--- config.mk ---
export PLATFORM = sky130hd
export DESIGN_NAME = program_loader
export DESIGN_NICKNAME = d
export VERILOG_FILES = /design/src/rtl/program_loader.sv
export SDC_FILE = /design/constraint.sdc
export NUM_CORES = 1
export LEC_CHECK = 0
export CAP_MARGIN = 20
export CORE_MARGIN = 10
export CORE_UTILIZATION = 55
export CTS_BUF_LIST = sky130_fd_sc_hd__clkbuf_4 sky130_fd_sc_hd__clkbuf_8
export DETAILED_ROUTE_END_ITERATION = 6
export MAX_ROUTING_LAYER = met4
export PLACE_DENSITY = 0.81
export SETUP_SLACK_MARGIN = 0.15
export SYNTH_ARGS = -nofsm -noshare
export SYNTH_HDL_FRONTEND = slang
export SYNTH_SLANG_ARGS = --single-unit
--- constraint.sdc ---
create_clock -name i_clk -period 2.15 [get_ports i_clk]
set_input_delay 0.3225 -clock i_clk [delete_from_list [all_inputs] [get_ports i_clk]]
set_output_delay 0.3225 -clock i_clk [all_outputs]
set_load 0.01 [all_outputs]
--- src/rtl/program_loader.sv ---
// program_loader: sequences loading of the MC14500B text RAM from a byte stream
// and decides when the core may run.
//
// Optional feature macro: LOADER_CHECKSUM_EN
//   defined   -> an 8-bit XOR over the length byte and every word byte is
//                checked against one trailing byte after the last word
//   undefined -> the last word write goes straight to DONE
//
// Ports:
//   i_clk            system clock, rising edge
//   i_reset          asynchronous, active-high reset
//   i_start          level request for a new load (honoured in IDLE/DONE/ERROR)
//   i_rx_data        incoming byte
//   i_rx_valid       i_rx_data valid
//   o_rx_ready       loader accepts a byte this cycle
//   o_program_write  one-cycle text RAM write strobe
//   o_program_addr   text RAM write address
//   o_program_cmd    program word to write
//   o_cpu_hold       1 = core held in reset
//   o_busy           load in progress
//   o_done           last load completed successfully (sticky)
//   o_error          last load aborted (sticky)
module program_loader #(
    parameter int ADDR_WIDTH        = 8,
    parameter int INSTRUCTION_WIDTH = 4,
    parameter int DATA_WIDTH        = ADDR_WIDTH + INSTRUCTION_WIDTH,
    parameter int TIMEOUT_CYCLES    = 1000000
) (
    input  logic                  i_clk,
    input  logic                  i_reset,
    input  logic                  i_start,
    input  logic [7:0]            i_rx_data,
    input  logic                  i_rx_valid,
    output logic                  o_rx_ready,
    output logic                  o_program_write,
    output logic [ADDR_WIDTH-1:0] o_program_addr,
    output logic [DATA_WIDTH-1:0] o_program_cmd,
    output logic                  o_cpu_hold,
    output logic                  o_busy,
    output logic                  o_done,
    output logic                  o_error
);
    localparam int MAX_IDX = (1 << ADDR_WIDTH) - 1;
    localparam int TW      = $clog2(TIMEOUT_CYCLES + 1);

    typedef enum logic [2:0] {
        S_IDLE, S_LEN, S_HI, S_LO, S_WR, S_CHK, S_DONE, S_ERR
    } state_t;

    state_t                r_state;
    state_t                w_next;
    logic [ADDR_WIDTH-1:0] r_index;
    logic [ADDR_WIDTH-1:0] r_last;
    logic [DATA_WIDTH-1:0] r_word;
    logic [TW-1:0]         r_tmo;
    logic                  w_accept;
    logic                  w_start;
    logic                  w_tmo;
`ifdef LOADER_CHECKSUM_EN
    logic [7:0]            r_csum;
`endif

    assign w_accept = i_rx_valid & o_rx_ready;
    assign w_start  = i_start & (r_state inside {S_IDLE, S_DONE, S_ERR});
    // Timeout fires on the TIMEOUT_CYCLES-th consecutive waiting cycle without a byte.
    assign w_tmo    = o_rx_ready & ~w_accept & (r_tmo == TW'(TIMEOUT_CYCLES - 1));

    always_ff @(posedge i_clk or posedge i_reset) begin
        if (i_reset)
            r_state <= S_IDLE;
        else
            r_state <= w_next;
    end

    always_comb begin
        w_next = r_state;
        case (r_state)
            S_IDLE, S_DONE, S_ERR: w_next = i_start ? S_LEN : r_state;
            S_LEN:                 w_next = w_accept ? S_HI : S_LEN;
            S_HI:                  w_next = w_accept ? S_LO : S_HI;
            S_LO:                  w_next = w_accept ? S_WR : S_LO;
`ifdef LOADER_CHECKSUM_EN
            S_WR:                  w_next = (r_index == r_last) ? S_CHK : S_HI;
            S_CHK:                 w_next = w_accept ? ((i_rx_data == r_csum) ? S_DONE : S_ERR) : S_CHK;
`else
            S_WR:                  w_next = (r_index == r_last) ? S_DONE : S_HI;
`endif
            default:               w_next = S_IDLE;
        endcase
        if (w_tmo)
            w_next = S_ERR;
    end

    // cpu_hold is a decode of the state register, so it rises one cycle after
    // start is sampled and drops in the first DONE cycle.
    always_comb begin
        o_rx_ready      = r_state inside {S_LEN, S_HI, S_LO, S_CHK};
        o_program_write = r_state == S_WR;
        o_busy          = r_state inside {S_LEN, S_HI, S_LO, S_WR, S_CHK};
        o_done          = r_state == S_DONE;
        o_error         = r_state == S_ERR;
        o_cpu_hold      = o_busy | o_error;
        o_program_addr  = r_index;
        o_program_cmd   = r_word;
    end

    always_ff @(posedge i_clk or posedge i_reset) begin
        if (i_reset) begin
            r_index <= '0;
            r_last  <= '0;
            r_word  <= '0;
            r_tmo   <= '0;
`ifdef LOADER_CHECKSUM_EN
            r_csum  <= '0;
`endif
        end else if (w_start) begin
            r_index <= '0;
            r_tmo   <= '0;
`ifdef LOADER_CHECKSUM_EN
            r_csum  <= '0;
`endif
        end else begin
            r_tmo <= (w_accept | ~o_rx_ready) ? '0 : r_tmo + TW'(1);
`ifdef LOADER_CHECKSUM_EN
            if (w_accept)
                r_csum <= r_csum ^ i_rx_data;
`endif
            // Word count N+1 is clipped to the RAM size by clipping the last index.
            if (w_accept && r_state == S_LEN)
                r_last <= ADDR_WIDTH'((int'(i_rx_data) > MAX_IDX) ? MAX_IDX : int'(i_rx_data));
            // Assembling via a 16-bit value keeps only the low DATA_WIDTH bits.
            if (w_accept && r_state == S_HI)
                r_word <= DATA_WIDTH'({i_rx_data, 8'h00});
            if (w_accept && r_state == S_LO)
                r_word <= r_word | DATA_WIDTH'(i_rx_data);
            if (r_state == S_WR && r_index != r_last)
                r_index <= r_index + ADDR_WIDTH'(1);
        end
    end
endmodule
======== After elaboration in Yosys (flattened, before gate mapping) ========
Index checks and enable logic that the tools add are counted.
W data, S select, Z words.
storage, ports and cells
  bits of input ports ..................... 12
  register bits after elaboration ......... 51
  logic and storage cells ................. 54
  output and inout port bits .............. 26
operators by class
  muxes and demuxes ....................... 13
  bitwise operators ....................... 10
  eq/ne operators ......................... 11
  reduce and logical (&&, ||, !) cells .... 13
  add/sub/neg operators ................... 2
operator list
  cell                     count
  $mux W20                 2
  $mux W12                 2
  $add A20 B1 Y20 const B  1
  $eq A20 B20 Y1 const B   1
  $mux W8                  2
  $pmux W3 S5              1
  $eq A3 B3 Y1 const B     4
  $mux W3                  4
  $or A12 B8 Y12           1
  $add A8 B1 Y8 const B    1
  $eq A8 B8 Y1             1
  $ne A8 B8 Y1             1
  $eq A3 B2 Y1 const B     2
  $reduce_bool A5 Y1       1
  $and A1 B1 Y1            4
  $logic_and A1 B1 Y1      4
  $reduce_and A2 Y1        2
  $reduce_bool A2 Y1       2
  $reduce_bool A4 Y1       1
  $eq A3 B1 Y1 const B     1
  $logic_not A3 Y1         1
  $ne A3 B3 Y1 const B     1
  $not A1 Y1               3
  $reduce_bool A3 Y1       1
  other kinds (4)          5

======== Logic depth before layout (Yosys ltp) ========
  word-level depth ........................ 7
  gate-level depth with buffers ........... 7
  depth with buffers taken out ............ 6

======== Least setup slack after synthesis ========
OpenSTA, ideal clock, no wires.
  path type ............................... register to register
  start ................................... register r_state[2]
  end ..................................... register r_state[0]
  cell stages (with the launch flop) ...... 7
  setup time .............................. 64 ps
  setup slack ............................. 440 ps
  buffers on the path ..................... 1
  clock period less this slack ............ 1710 ps
  data arrival time ....................... 1646 ps
  cell sequence ........................... dfrtp_1 -> and2_1 -> buf_2 -> or3_4 -> or4_4 -> a21oi_2 -> o21a_1
on the way
  longest elaborated chain between the ends .. 7
RTL lines
  item                                                      RTL line  RTL
  start: declaration                                        50        state_t r_state;
  start signal: assignment                                  72        r_state <= w_next;
  $eq A3 B1 Y1 (tied with other cells)                      77, 97
  $reduce_bool A4 Y1                                        97        o_rx_ready = r_state inside {S_LEN, S_HI, S_LO, S_CHK};
  $and A1 B1 Y1                                             63        assign w_accept = i_rx_valid & o_rx_ready;
  $not A1 Y1                                                66        assign w_tmo = o_rx_ready & ~w_accept & (r_tmo == TW'(TIMEOUT_CYCLES - 1));
  $and A1 B1 Y1 (2 in a row)                                66
  $ne A3 B3 Y1 (no source line) or $mux W3 (tied branches)  --
Several ways; a longest one is shown, not always the timed one.
A chain may end at the register's enable or synchronous reset.

======== Final worst setup path ========
  start ................................... register r_state[2]
  end ..................................... output o_busy
on the way
  longest elaborated chain between the ends .. 2
RTL lines
  item                                  RTL line  RTL
  $eq A3 B1 Y1 (tied with other cells)  99        o_busy = r_state inside {S_LEN, S_HI, S_LO, S_WR, S_CHK};
  $reduce_bool A5 Y1 *                  99
  end: declaration                      39        output logic o_busy,
Every way passes the cells marked *; elsewhere a longest branch is shown, timed or not.

==> results.toml <==
[yosys]
synth_edf_count = 0
synthSimpleGateAreaFrac = 0.213
synthTopCellsByCount = "dfrtp_1, nor2_1, nand2_1, xnor2_1"
synthMuxAreaShare = 0.0759
synth_ff_type = "dfrtp_1"
synth-compound-area-share = 0.0656
ys_async_sr_fraction = 1.00
yosys.area_share.adder = 0.0103
ys.warnings.count = 0
synth_xor_area_frac = 0.0861
syn_inst = 239
synth_top_family_by_area = "simple AND/OR/NAND/NOR gates"
yosysMostFrequentCell = "dfrtp_1"
synth_area_leaders = "dfrtp_1, mux2_2, nor2_1, xnor2_1, xor2_1"
synth_top_area_cell = "dfrtp_1"
ys_seq_elements = 51
netlist_area_um2 = 2440
syn_area_per_cell_um2 = 10.2
synth_seq_area_share = 0.523
synth_top_area_share = 0.523
synth_nets = 253
synth.distinct_cells = 39

[clock_tree]
holdBufCountCts = 0
clkTransAtPathRegs_ps = 90
cts_sinks = 51
cts_root_buf = "clkbuf_8"
cts_buffers = 5
cts_htree_levels = 2
clk_latency_ps = 300
clockBufferDepth = 2
cts_tree = "yes"

[sta]
rsz0062_at_grt = "yes"
finalCritPeriodShare = 0.907
setup_viol = 0
worst_clock_skew_ps = 9.11
tightest_slew_ps = 642
relSlewSlack = 0.570
finalSetupTns_ps = 0
fmax_mhz = 513
period_needed_ps = 1950
slew_violations = 0
hold_viol = 0

[global_routing]
antenna_found_initial = 0
grt.overflow.total = 0
grt_pass1_wl_um = 9330
grtUsageTotal = 0.153
grt_pass1_vias = 1942
grt_max_degree = 25

[route]
viasPerCell = 5.56
drc = 0
avgRoutedWirePerCell_um = 15.9
vias = 1890
routed_wl_um = 5410
postRouteAntennaNets = 0
firstDrtPassIters = 4
drt_iter0_markers = 122

[final_layout]
syn_to_final_growth_pct = 26.7
drive_gt1_frac = 0.163
fin_util = 0.715
final_nets = 301
fillCellCount = 324
diodes = 0

[pwr]
leakagePower_nw = 1.32
powerDensity_nw_per_um2 = 1180
power.total_w = 0.00364
ir_drop_mv = 0.813

[critical_path]
crit_path_max_incr_delay_ps = 540
required_ps = 1830
worstSetupPathType = "reg2out"
worstSetupEndpointType = "primary output"
crit_slowest_cell = "clkdlybuf4s50_1"
start_kind = "flop"
critPathArrivalTime_ps = 1630
cp_max_fo = 6
path_cells = "and2_2, nor2_1, clkdlybuf4s50_1"

[run]
cap_violations = 0

[floorplanning]
fp.dieArea_um2 = 7500
core_area_um2 = 4320
io_pins = 38
rows = 24
die-width_um = 86.6
dieHeight_um = 86.6
start_util = 0.565

[hold_path]
min_path_type = "in2async"

[placed_design]
globalplace.congestion = 0.826
post-dp-hpwl_um = 3910
port_buffers = 37

[run_status]
status = "finished, final reports clean"
routing by layer:
layer  wire length [um]  track usage
met5                  0            -
met4                 59       0.0412
met3                212       0.0356
met2               2560        0.236
met1               2580        0.197
per-stage QoR:
stage | area (um2) | hold WS, ps | worst slack, ps | std cells
5_1_grt | 3090 | 403 | 124 | 340
6_report | 3090 | 358 | 200 | 340
2_1_floorplan | 2440 | 455 | 440 | 239
3_5_place_dp | 2920 | 480 | 120 | 330
4_1_cts | 3080 | 379 | 152 | 340
3_3_place_gp | 2920 | 476 | 173 | 330
sequential cells by signal, summed over array words and instances (netlist names):
name / flops
o_program_cmd: 12
r_last: 8
o_program_addr: 8
r_tmo: 20
r_state: 3
final cells by class:
| class | instances | area [um2] | share of cell area |
|---|---|---|---|
| sequential | 51 | 1280 | 0.414 |
| multi-input combinational | 173 | 1110 | 0.360 |
| tap | 52 | 65.1 | 0.0210 |
| timing repair buffer | 50 | 475 | 0.154 |
| clock buffer | 5 | 68.8 | 0.0222 |
| clock inverter | 3 | 67.6 | 0.0218 |
| inverter | 6 | 22.5 | 0.00728 |
what timing repair did:
item | in CTS | in global routing
hold endpoints to repair | 0 | 0
setup endpoints to repair | 5 | 6
gates resized for setup | 4 | 6
buffers inserted | 2 | 0
pin swaps | 0 | 0
gates cloned | 0 | 0
cells in the final DEF (no fill, tap or decap), drive strengths merged, types with 2 or more instances in the layout:
master	Yosys	final
o31ai	2	2
o21ai	6	6
nand2	20	20
nor3	5	5
o211ai	2	2
and2	2	2
inv	6	6
nand3	10	10
clkdlybuf4s50	0	34
or4	2	2
ha	2	2
xnor2	13	13
buf	7	13
bufinv	0	2
dlymetal6s2s	0	3
mux2	12	12
nand2b	2	2
dfrtp	51	51
nor4	5	5
nor2b	4	4
or3	3	3
nand4	9	9
a21oi	13	13
mux2i	5	5
nor2	35	35
and3	3	3
clkbuf	2	5
xor2	11	11
logic make-up after synthesis:
family                     Yosys count
and+or+nand+nor                    103
DFF                                 51
AOI/OAI and AO/OA                   27
xor gates and xnor gates            24
muxes                               17
buffers and inverters               15
adders and majority gates            2
final timing paths:
check,slack [ps],to,depth (start not counted),from
min in group i_clk,490,r_tmo[0],1,r_tmo[0]
worst min register to register,490,r_tmo[0],1,r_tmo[0]
max in group asynchronous,1220,r_last[6],3,i_reset
worst min-delay path,360,r_tmo[11],2,i_reset
worst max-delay path,200,o_busy,3,r_state[2]
worst max register to register,330,r_state[0],5,r_state[2]
critical path, delay by kind of cell, from the launching register on:
family | cells | cell delay [ps]
flops | 1 | 450
simple gates | 2 | 340
buf+inv | 1 | 540
power by group:
part           switching, W  total, W  internal [W]  leakage, nW
Combinational      0.000638   0.00140      0.000762        0.599
Clock              0.000323  0.000787      0.000464       0.0644
Sequential         0.000223   0.00145       0.00123        0.657
Power figures use the tool's default switching activity.
